File: config.mk
export PLATFORM = sky130hd
export DESIGN_NAME = life_ctrl_16x16
export DESIGN_NICKNAME = d
export VERILOG_FILES = /design/src/rtl/life_ctrl_pkg.sv /design/src/rtl/life_step_timer.sv /design/src/rtl/life_ctrl_16x16.sv
export SDC_FILE = /design/constraint.sdc
export NUM_CORES = 1
export LEC_CHECK = 0
export ABC_AREA = 1
export BUFFER_PORTS_ARGS = -buffer_cell sky130_fd_sc_hd__buf_2
export CAP_MARGIN = 20
export CORE_UTILIZATION = 55
export CTS_BUF_LIST = sky130_fd_sc_hd__clkbuf_4 sky130_fd_sc_hd__clkbuf_8
export CTS_CLUSTER_DIAMETER = 200
export CTS_CLUSTER_SIZE = 40
export DETAILED_ROUTE_END_ITERATION = 8
export MAX_ROUTING_LAYER = met4
export PLACE_DENSITY = 0.87
export SYNTH_ARGS = -nofsm -noshare
export SYNTH_HDL_FRONTEND = slang
export SYNTH_SLANG_ARGS = --single-unit
File: constraint.sdc
create_clock -name clk -period 4.4 [get_ports clk]
set_input_delay 0.22 -clock clk [delete_from_list [all_inputs] [get_ports clk]]
set_output_delay 0.22 -clock clk [all_outputs]
set_load 0.03 [all_outputs]
File: src/rtl/life_ctrl_pkg.sv
// Shared types and constants for the 16x16 life array sequencing controller.
// Holds the FSM state encoding, array geometry and the row index type.
package life_ctrl_pkg;

  localparam int ROWS  = 16;
  localparam int WIDTH = 16;
  localparam int ROW_W = 4;

  typedef logic [ROW_W-1:0] row_idx_t;

  typedef enum logic [2:0] {
    IDLE,
    LOAD,
    SCAN,
    WAIT,
    STEP
  } state_t;

  function automatic logic is_last_row(input row_idx_t r);
    return r == row_idx_t'(ROWS - 1);
  endfunction

endpackage

File: src/rtl/life_step_timer.sv
// Step-period divider: load, decrement to zero and hold, zero flag.
// Latency: zero is a registered flag, valid the cycle after load; no backpressure.
module life_step_timer #(
  parameter int DIV_W = 24
) (
  input  logic             clk,
  input  logic             reset,
  input  logic             load,
  input  logic [DIV_W-1:0] load_val,
  input  logic             dec,
  output logic             zero
);

  logic [DIV_W-1:0] cnt_q;

  always_ff @(posedge clk) begin
    if (reset) begin
      cnt_q <= '0;
    end else if (load) begin
      cnt_q <= load_val;
    end else if (dec && (cnt_q != '0)) begin
      cnt_q <= cnt_q - 1'b1;
    end
  end

  assign zero = (cnt_q == '0);

endmodule

File: src/rtl/life_ctrl_16x16.sv
// Load/step/scan sequencer for the 16x16 life array; optional LIFE_CTRL_STABLE_DETECT_EN ends a run on a still frame.
// Latency: one state per cycle, out_row is combinational from the array; out_ready stalls the scan, load_valid gates writes.
module life_ctrl_16x16
  import life_ctrl_pkg::*;
#(
  parameter int ROWS  = 16,
  parameter int WIDTH = 16,
  parameter int GEN_W = 16,
  parameter int DIV_W = 24
) (
  input  logic             clk,
  input  logic             reset,
  input  logic             start,
  input  logic             stop,
  input  logic [GEN_W-1:0] gen_count,
  input  logic [DIV_W-1:0] step_period,
  input  logic [WIDTH-1:0] load_data,
  input  logic             load_valid,
  output logic             load_ready,
  output logic [WIDTH-1:0] out_row,
  output logic [3:0]       out_row_idx,
  output logic             out_valid,
  input  logic             out_ready,
  output logic             out_last,
  output logic [GEN_W-1:0] gen_done,
  output logic             busy,
  output logic             stable,
  output logic [WIDTH-1:0] arr_vali,
  output logic [3:0]       arr_vali_sel,
  output logic             arr_write_enb,
  output logic             arr_step,
  output logic [3:0]       arr_valo_sel,
  input  logic [WIDTH-1:0] arr_valo,
  input  logic [WIDTH-1:0] arr_valo_prev
);

  state_t           state_q, state_d;
  row_idx_t         row_q, row_d;
  logic [GEN_W-1:0] gen_q, gen_d;
  logic             stop_seen_q, stop_seen_d;
  logic             tmr_load, tmr_dec, tmr_zero;
  logic [DIV_W-1:0] div_load_val;
  logic             start_acc, last_beat, run_done, stable_hit;

  assign start_acc    = (state_q == IDLE) && start && !stop;
  assign last_beat    = (state_q == SCAN) && out_ready && is_last_row(row_q);
  assign div_load_val = (step_period == '0) ? '0 : step_period - 1'b1;
  assign tmr_dec      = (state_q == WAIT);

  // Any stop seen during the frame, the generation target, or a still frame ends the run.
  assign run_done = stop || stop_seen_q || stable_hit ||
                    ((gen_count != '0) && (gen_q == gen_count));

`ifdef LIFE_CTRL_STABLE_DETECT_EN
  logic diff_q, stepped_q, stable_q, row_diff;

  assign row_diff   = (arr_valo != arr_valo_prev);
  assign stable_hit = stepped_q && !(diff_q || row_diff);

  always_ff @(posedge clk) begin
    if (reset) begin
      diff_q    <= 1'b0;
      stepped_q <= 1'b0;
      stable_q  <= 1'b0;
    end else begin
      if (start_acc) begin
        stepped_q <= 1'b0;
        stable_q  <= 1'b0;
      end else if (state_q == STEP) begin
        stepped_q <= 1'b1;
      end
      // diff covers exactly one frame; cleared everywhere outside SCAN
      if (state_q != SCAN) begin
        diff_q <= 1'b0;
      end else if (out_ready) begin
        diff_q <= diff_q | row_diff;
      end
      if (last_beat && stable_hit) begin
        stable_q <= 1'b1;
      end
    end
  end

  assign stable = stable_q;
`else
  logic unused_prev;
  assign unused_prev = ^arr_valo_prev;
  assign stable_hit  = 1'b0;
  assign stable      = 1'b0;
`endif

  life_step_timer #(.DIV_W(DIV_W)) u_timer (
    .clk      (clk),
    .reset    (reset),
    .load     (tmr_load),
    .load_val (div_load_val),
    .dec      (tmr_dec),
    .zero     (tmr_zero)
  );

  always_comb begin
    state_d     = state_q;
    row_d       = row_q;
    gen_d       = gen_q;
    stop_seen_d = stop_seen_q;
    tmr_load    = 1'b0;
    case (state_q)
      IDLE: begin
        if (start_acc) begin
          state_d = LOAD;
          row_d   = '0;
          gen_d   = '0;
        end
      end
      LOAD: begin
        if (stop) begin
          state_d = IDLE;
        end else if (load_valid) begin
          row_d = row_q + 1'b1;
          if (is_last_row(row_q)) begin
            state_d     = SCAN;
            row_d       = '0;
            stop_seen_d = 1'b0;
          end
        end
      end
      SCAN: begin
        if (stop) begin
          stop_seen_d = 1'b1;
        end
        if (out_ready) begin
          row_d = row_q + 1'b1;
          if (is_last_row(row_q)) begin
            row_d = '0;
            if (run_done) begin
              state_d = IDLE;
            end else begin
              state_d  = WAIT;
              tmr_load = 1'b1;
            end
          end
        end
      end
      WAIT: begin
        if (stop) begin
          state_d = IDLE;
        end else if (tmr_zero) begin
          state_d = STEP;
        end
      end
      STEP: begin
        state_d     = SCAN;
        row_d       = '0;
        gen_d       = gen_q + 1'b1;
        stop_seen_d = 1'b0;
      end
      default: begin
        state_d = IDLE;
      end
    endcase
  end

  always_ff @(posedge clk) begin
    if (reset) begin
      state_q     <= IDLE;
      row_q       <= '0;
      gen_q       <= '0;
      stop_seen_q <= 1'b0;
    end else begin
      state_q     <= state_d;
      row_q       <= row_d;
      gen_q       <= gen_d;
      stop_seen_q <= stop_seen_d;
    end
  end

  assign load_ready    = (state_q == LOAD);
  assign arr_write_enb = (state_q == LOAD) && load_valid;
  assign arr_vali      = load_data;
  assign arr_vali_sel  = row_q;
  assign out_valid     = (state_q == SCAN);
  assign out_row_idx   = row_q;
  assign out_row       = arr_valo;
  assign arr_valo_sel  = row_q;
  assign out_last      = out_valid && is_last_row(row_q);
  assign arr_step      = (state_q == STEP);
  assign busy          = (state_q != IDLE);
  assign gen_done      = gen_q;

endmodule

==> metrics.txt, run 1 <==
Worst Reg-to-Reg Cells=11; number of H-tree branching levels=2; vias in the first global route=approximately 4600; die width=between 90 and 100 um; relative area change from synthesis to final layout=5.59%; setup TNS=0 ns; proportion of netlist area held by the largest area contributor=0.208; final weighted congestion in routability-driven placement=slightly below 1; TritonCTS buffer count=5; clk root buf=sky130_fd_sc_hd__clkbuf_8; sum of net half-perimeters after detailed placement=8.94 mm; die footprint=0.00876 mm^2; type of the most critical hold path=in -> reg; Mapped Cells=809; crit path capture type=flop; number of instances on the worst hold path=4; first-pass GRT wire length=20.3 mm; YS warnings=0; antenna viol nets, final=0; Via-to-Cell Ratio=5.31; share of the yosys chip area belonging to registers=0.208; vias post-DR=5017; Worst R2R Setup Slack=1.52 ns; async set-reset flop share out of synthesis=0; PD cells=237 mW/mm^2; total setup buffers inserted after CTS=0; CTS tree=yes; CP Data Arrival Time=3.10 ns; leading register cell type out of synthesis=sky130_fd_sc_hd__dfxtp_1; CORE AREA=0.00818 mm^2; RSZ-0062 raised after global routing=no; post-detailed-route wirelength per cell=12.3 um; crit path launch type=flop; clock skew=about 0.018 ns; worst r2r dst=u_timer.cnt_q[5]$_SDFFE_PP0P_; fraction of layout instances using a drive strength above 1=0.150; post-cts gate resize count=0; IO Pins=roughly 160; IO Port Bufs=between 70 and 80; worst hold slack across all endpoints=0.257 ns; achievable clock frequency=~350 MHz; all-layer global routing usage=0.292; Post-CTS Hold Buffers=0; Clock Tree Buf Depth=2; number of hold violations in the final report=0; Initial Utilization=0.564; DIE HEIGHT=about 94 um; worst skew pair latency=0.32 ns; Routed WL=about 12 mm; CP Data Required Time=4.62 ns; Yosys reg bits=48; category of the critical setup timing path=reg -> reg; final cycle utilization of the critical path=0.654; antenna diode instance count=0; cell area after technology mapping=0.00461 mm^2; worst r2r src=arr_vali_sel[0]$_SDFFE_PP0P_; status=complete, no violations; syn nets=909; Post-layout nets=938; beginning of the worst hold path=stop; leakage component of the power=2.50 nW; num rows=33; total congestion overflow=0; post-synthesis cell type count=40; antenna violations before repair=0; number of fillers in the final layout=815; relative max-transition margin=0.356; number of clock sinks seen by CTS=48; count of final setup violators=0; initial DRC count=442; transition time at the pin with the least slew margin=0.963 ns; peak supply drop=~0.00013 V; max-cap violations=0; Hold Path End=state_q[2]$_SDFFE_PP0P_; number of enable-type register cells in the synthesized netlist=0; Avg Inst Size Synth=roughly 5.7 um^2; Max FO, Critical Path=23; clock transition at the registers of the reported paths=0.10 ns; clock period minus final worst setup slack=~2.9 ns; cell type with the highest aggregate area in the netlist=sky130_fd_sc_hd__dfxtp_1; DRC violation count after routing=0; largest net degree at the start of global routing=39; count of TritonRoute iterations in the first routing pass=5; number of max-slew violations in the final report=0; biggest area contributors in the synthesized netlist=sky130_fd_sc_hd__dfxtp_1, sky130_fd_sc_hd__nand2_1, sky130_fd_sc_hd__nor2_1
report_power, final:
group          internal, mW  total (mW)  switching, mW
logic                 0.107       0.356          0.249
registers             0.447       0.462         0.0145
clock network         0.171       0.335          0.164
cell type report:
type | count | area, um^2 | share of cell area
multi-input combinational | 597 | 2860 | 0.587
sequential | 48 | 961 | 0.197
timing repair buffer | 81 | 410 | 0.0843
inverter | 105 | 394 | 0.0809
tap | 105 | 131 | 0.0270
clock buffer | 5 | 68.8 | 0.0141
clock inverter | 3 | 46.3 | 0.00951
how the worst max path moves through the flow:
stage / from / to / slack (ns)
floorplan: arr_vali_sel[0]$_SDFFE_PP0P_ / u_timer.cnt_q[14]$_SDFFE_PP0P_ / 2.45
CTS: arr_vali_sel[0]$_SDFFE_PP0P_ / u_timer.cnt_q[5]$_SDFFE_PP0P_ / 1.55
global route: arr_vali_sel[0]$_SDFFE_PP0P_ / u_timer.cnt_q[17]$_SDFFE_PP0P_ / 1.18
detailed placement: arr_vali_sel[0]$_SDFFE_PP0P_ / u_timer.cnt_q[5]$_SDFFE_PP0P_ / 1.55
finish: arr_vali_sel[0]$_SDFFE_PP0P_ / u_timer.cnt_q[5]$_SDFFE_PP0P_ / 1.52
global placement: arr_vali_sel[0]$_SDFFE_PP0P_ / u_timer.cnt_q[11]$_SDFFE_PP0P_ / 1.60
metrics by stage:
stage / area [um^2] / cells / power [mW] / util / worst slack, ns
global placement: 4750 / 936 / 0.818 / 0.582 / 1.60
floorplan: 4610 / 809 / 0.788 / - / 2.45
detailed placement: 4750 / 936 / 0.822 / 0.582 / 1.55
global route: 4870 / 944 / 1.22 / 0.596 / 1.18
finish: 4870 / 944 / 1.15 / 0.596 / 1.52
CTS: 4870 / 944 / 1.15 / 0.596 / 1.55
cell families after synthesis:
family / share of synthesized area
AO/OA/AOI/OAI: 0.108
XOR/XNOR: 0.0456
adder cells (fa/ha/maj): 0.0163
buffers and inverters: 0.172
flip-flops: 0.208
other: 0.000813
AND/OR/NAND/NOR: 0.449
layout by cell type (no fill, tap or decap), drive strengths merged, types with 8 or more instances in the layout:
master	Yosys	layout
buf	52	81
nand4	16	16
inv	105	106
a21oi	37	37
o21ai	33	33
nand3	98	98
dfxtp	48	48
nor3	12	12
xor2	16	16
nand2	199	199
nor2	141	141
xnor2	8	8
routing by layer:
metal / wire, um / vias to the layer above / GRT usage
met4: 200 / 0 / 0.0910
met3: 746 / 25 / 0.0358
met2: 5030 / 199 / 0.469
met1: 5650 / 2187 / 0.382
met5: 0 / - / -
li1: - / 2606 / -
synth_stat cells (all sizes together) (4+ instances only):
cell type  instances
nand3             98
buf               52
nor2             141
o21bai             5
a211oi             4
or2                6
xnor2              8
o21ai             33
nor3              12
a21oi             37
dfxtp             48
xor2              16
nand2            199
nand4             16
ha                 6
clkbuf             7
inv              105
flip-flops by register name, indices dropped and copies added (netlist names):
register / flops
u_timer.cnt_q: 24
state_q: 3
stop_seen_q: 1
arr_vali_sel: 4
gen_done: 16
critical path, cell delays in order, from the launching register on:
cell and delay, ns:
sky130_fd_sc_hd__dfxtp_1 0.42, sky130_fd_sc_hd__ha_1 0.20, sky130_fd_sc_hd__nand2_1 0.07, sky130_fd_sc_hd__nor2_1 0.15, sky130_fd_sc_hd__inv_2 0.09, sky130_fd_sc_hd__nor3_4 0.70
sky130_fd_sc_hd__nand3_2 0.50, sky130_fd_sc_hd__buf_4 0.38, sky130_fd_sc_hd__nand3_1 0.09, sky130_fd_sc_hd__nand3_1 0.08, sky130_fd_sc_hd__nand2_1 0.07, sky130_fd_sc_hd__inv_1 0.05
Power figures use the tool's default switching activity.
==> run 2, diff against run 1 <==
--- a/config.mk
+++ b/config.mk
@@ -5,16 +5,16 @@
 export SDC_FILE = /design/constraint.sdc
 export NUM_CORES = 1
 export LEC_CHECK = 0
-export ABC_AREA = 1
+export ABC_AREA = 0
 export BUFFER_PORTS_ARGS = -buffer_cell sky130_fd_sc_hd__buf_2
 export CAP_MARGIN = 20
-export CORE_UTILIZATION = 55
+export CORE_UTILIZATION = 50
 export CTS_BUF_LIST = sky130_fd_sc_hd__clkbuf_4 sky130_fd_sc_hd__clkbuf_8
 export CTS_CLUSTER_DIAMETER = 200
 export CTS_CLUSTER_SIZE = 40
 export DETAILED_ROUTE_END_ITERATION = 8
 export MAX_ROUTING_LAYER = met4
-export PLACE_DENSITY = 0.87
+export PLACE_DENSITY = 0.83
 export SYNTH_ARGS = -nofsm -noshare
 export SYNTH_HDL_FRONTEND = slang
 export SYNTH_SLANG_ARGS = --single-unit
==> constraint.sdc (replaced) <==
create_clock -name clk -period 2.8 [get_ports clk]
set_input_delay 0.14 -clock clk [delete_from_list [all_inputs] [get_ports clk]]
set_output_delay 0.14 -clock clk [all_outputs]
set_load 0.03 [all_outputs]
==> metrics.txt, run 2 <==
post-cts gate resize count=0 (unchanged); count of final setup violators=0 (unchanged); share of the yosys chip area belonging to registers=0.255 (+0.0462); most frequent cells after synthesis=sky130_fd_sc_hd__dfxtp_1, sky130_fd_sc_hd__nand2_1, sky130_fd_sc_hd__nor2_1, sky130_fd_sc_hd__buf_4, sky130_fd_sc_hd__xor2_1; biggest cell delay along the critical path=0.68 ns (-0.02 ns); CP Data Required Time=2.99 ns (-1.63 ns); most frequent cell on the critical path=sky130_fd_sc_hd__or4_4; num rows=31 (-6.1%); clk root buf=sky130_fd_sc_hd__clkbuf_8; clock period minus final worst setup slack=2.70 ns (-0.183 ns); DIE HEIGHT=88.9 um (-5.0%); fraction of layout instances using a drive strength above 1=0.218 (+0.0680); type of the most critical hold path=in -> reg; post-synthesis cell type count=60 (+50%); achievable clock frequency=371 MHz (+6.8%); max-cap violations=0 (unchanged); Clock Tree Buf Depth=2 (unchanged); vias post-DR=3727 (-26%); number of max-slew violations in the final report=0 (unchanged); total congestion overflow=0 (unchanged); cell area after technology mapping=0.00377 mm^2 (-18%); vias in the first global route=3401 (-26%); die width=88.9 um (-5.0%); family with the most delay on the worst path=simple AND/OR/NAND/NOR gates; die footprint=0.00790 mm^2 (-9.8%); clock skew=0.00554 ns (-0.0125 ns); count of TritonRoute iterations in the first routing pass=4 (-1); crit path capture type=flop; Critical path buffers and inverters=0 (-3); antenna violations before repair=0 (unchanged); PnR Total Power=1.83 mW (+59%); relative area change from synthesis to final layout=7.39%; number of clock sinks seen by CTS=48 (unchanged); leading cell types in the layout, fill and taps excluded=sky130_fd_sc_hd__buf_2, sky130_fd_sc_hd__dfxtp_1, sky130_fd_sc_hd__nand2_1; PD cells=451 mW/mm^2 (+91%); CORE AREA=0.00729 mm^2 (-11%); number of hold violations in the final report=0 (unchanged); Routed WL=9.50 mm (-18%); DRC violation count after routing=0 (unchanged); all-layer global routing usage=0.249 (-0.0431); number of H-tree branching levels=2 (unchanged); status=complete, no violations; Max FO, Critical Path=13 (-43%); area of placed instances=0.00394 mm^2 (-17%); RSZ-0062 raised after global routing=no; async set-reset flop share out of synthesis=0 (unchanged); TritonCTS buffer count=5 (unchanged); CP Data Arrival Time=2.88 ns (-0.22 ns); peak supply drop=0.000220 V (+67%); syn nets=594 (-35%); Mapped Cells=494 (-39%); proportion of netlist area held by the largest area contributor=0.255 (+0.0462); max reg flops=24 (unchanged); transition time at the pin with the least slew margin=0.620 ns (-0.343 ns); antenna diode instance count=0 (unchanged); Post-CTS Hold Buffers=0 (unchanged); Yosys reg bits=48 (unchanged); leakage component of the power=1.66 nW (-34%); slowest stage cell on the critical path=sky130_fd_sc_hd__or4_4; post-detailed-route wirelength per cell=15.2 um (+23%); relative max-transition margin=0.583 (+0.227); IO Pins=161 (unchanged); sum of net half-perimeters after detailed placement=7.13 mm (-20%); final cycle utilization of the critical path=0.963 (+0.308); most frequent standard cell in the layout excluding fill and tap cells=sky130_fd_sc_hd__buf_2; Post-layout nets=626 (-33%); largest net degree at the start of global routing=29 (-26%); first-pass GRT wire length=15.1 mm (-26%); Cell Chain, Critical Path=or3_4, or4_4, or4_4, and3_4, a211oi_1, nor4_1; antenna viol nets, final=0 (unchanged); Via-to-Cell Ratio=5.95 (+12%); total setup buffers inserted after CTS=0 (unchanged); crit path setup slack, layout=0.105 ns (-1.42 ns); setup TNS=0 ns (unchanged); worst hold slack across all endpoints=0.101 ns (-0.156 ns); Avg Inst Size Synth=7.64 um^2 (+34%); biggest area contributors in the synthesized netlist=sky130_fd_sc_hd__dfxtp_1, sky130_fd_sc_hd__buf_4, sky130_fd_sc_hd__xor2_1; crit path launch type=flop; initial DRC count=188 (-57%); number of enable-type register cells in the synthesized netlist=0 (unchanged); IO Port Bufs=79 (unchanged); leading register cell type out of synthesis=sky130_fd_sc_hd__dfxtp_1; YS warnings=0 (unchanged); final design area excluding fillers=0.00405 mm^2 (-17%); category of the critical setup timing path=reg -> reg; final weighted congestion in routability-driven placement=0.910 (-8.4%); worst setup timing slack at the placement stage=0.149 ns (-1.41 ns); clock transition at the registers of the reported paths=0.09 ns (about the same); cell type with the highest aggregate area in the netlist=sky130_fd_sc_hd__dfxtp_1; register containing the most flip-flops in the final layout=u_timer.cnt_q; most repeated cell in the gate-level netlist after synthesis=sky130_fd_sc_hd__dfxtp_1; Initial Utilization=0.518 (-0.0465); CTS tree=yes; worst skew pair latency=0.31 ns (about the same)
==> run 2: cell count changes in the layout (fill, tap and decap cells not counted), sizes merged, moves of 9 or more <==
cell,delta
or4,+9
or3,+11
a21oi,-10
nand3,-69
nor4,+22
nand2,-155
inv,-92
o211ai,+9
o21ai,-17
xor2,+14
nor2,-98
==> run 2: kinds of logic after synthesis <==
kind of cell,after synthesis,synth area share
buf+inv,74,0.119
other cells,1,0.000993
xor+xnor,40,0.0928
simple gates,216,0.303
mux,5,0.0146
flops,48,0.255
compound gates,104,0.196
fa+ha+maj,6,0.0199
==> run 2: report_power, final <==
part / switching [mW] / total, mW / internal [mW]
sequential: 0.0543 / 0.761 / 0.707
clock: 0.239 / 0.514 / 0.275
combinational: 0.365 / 0.555 / 0.191
total: 0.658 / 1.83 / 1.17
==> run 2: routing by layer <==
metal	global-route usage	vias to the layer above	wire length, um
li1	-	1845	-
met3	0.0434	19	639
met2	0.418	170	4360
met1	0.296	1693	4320
met4	0.0968	0	178
met5	-	-	0
==> run 2: area by class of cell <==
class,instances,area [um^2]
Tap cell,99,124
Inverter,14,52.6
Clock inverter,2,35.0
Clock buffer,6,76.3
Multi-Input combinational cell,372,2360
Fill cell,738,3240
Timing Repair Buffer,85,440
Sequential cell,48,961
==> run 2: through the flow <==
step                cells   util
global route          626  0.556
floorplan             494      -
finish                626  0.556
detailed placement    618  0.541
global placement      618  0.541
CTS                   626  0.556
==> run 2: path summary, 6_finish.rpt <==
check                                  from                             end  slack, ns  depth (start not counted)
max           u_timer.cnt_q[8]$_SDFFE_PP0P_  u_timer.cnt_q[18]$_SDFFE_PP0P_       0.10                          6
min                                    stop         state_q[2]$_SDFFE_PP0P_       0.10                          2
max reg2reg   u_timer.cnt_q[8]$_SDFFE_PP0P_  u_timer.cnt_q[18]$_SDFFE_PP0P_       0.10                          6
min reg2reg  u_timer.cnt_q[15]$_SDFFE_PP0P_  u_timer.cnt_q[15]$_SDFFE_PP0P_       0.49                          2
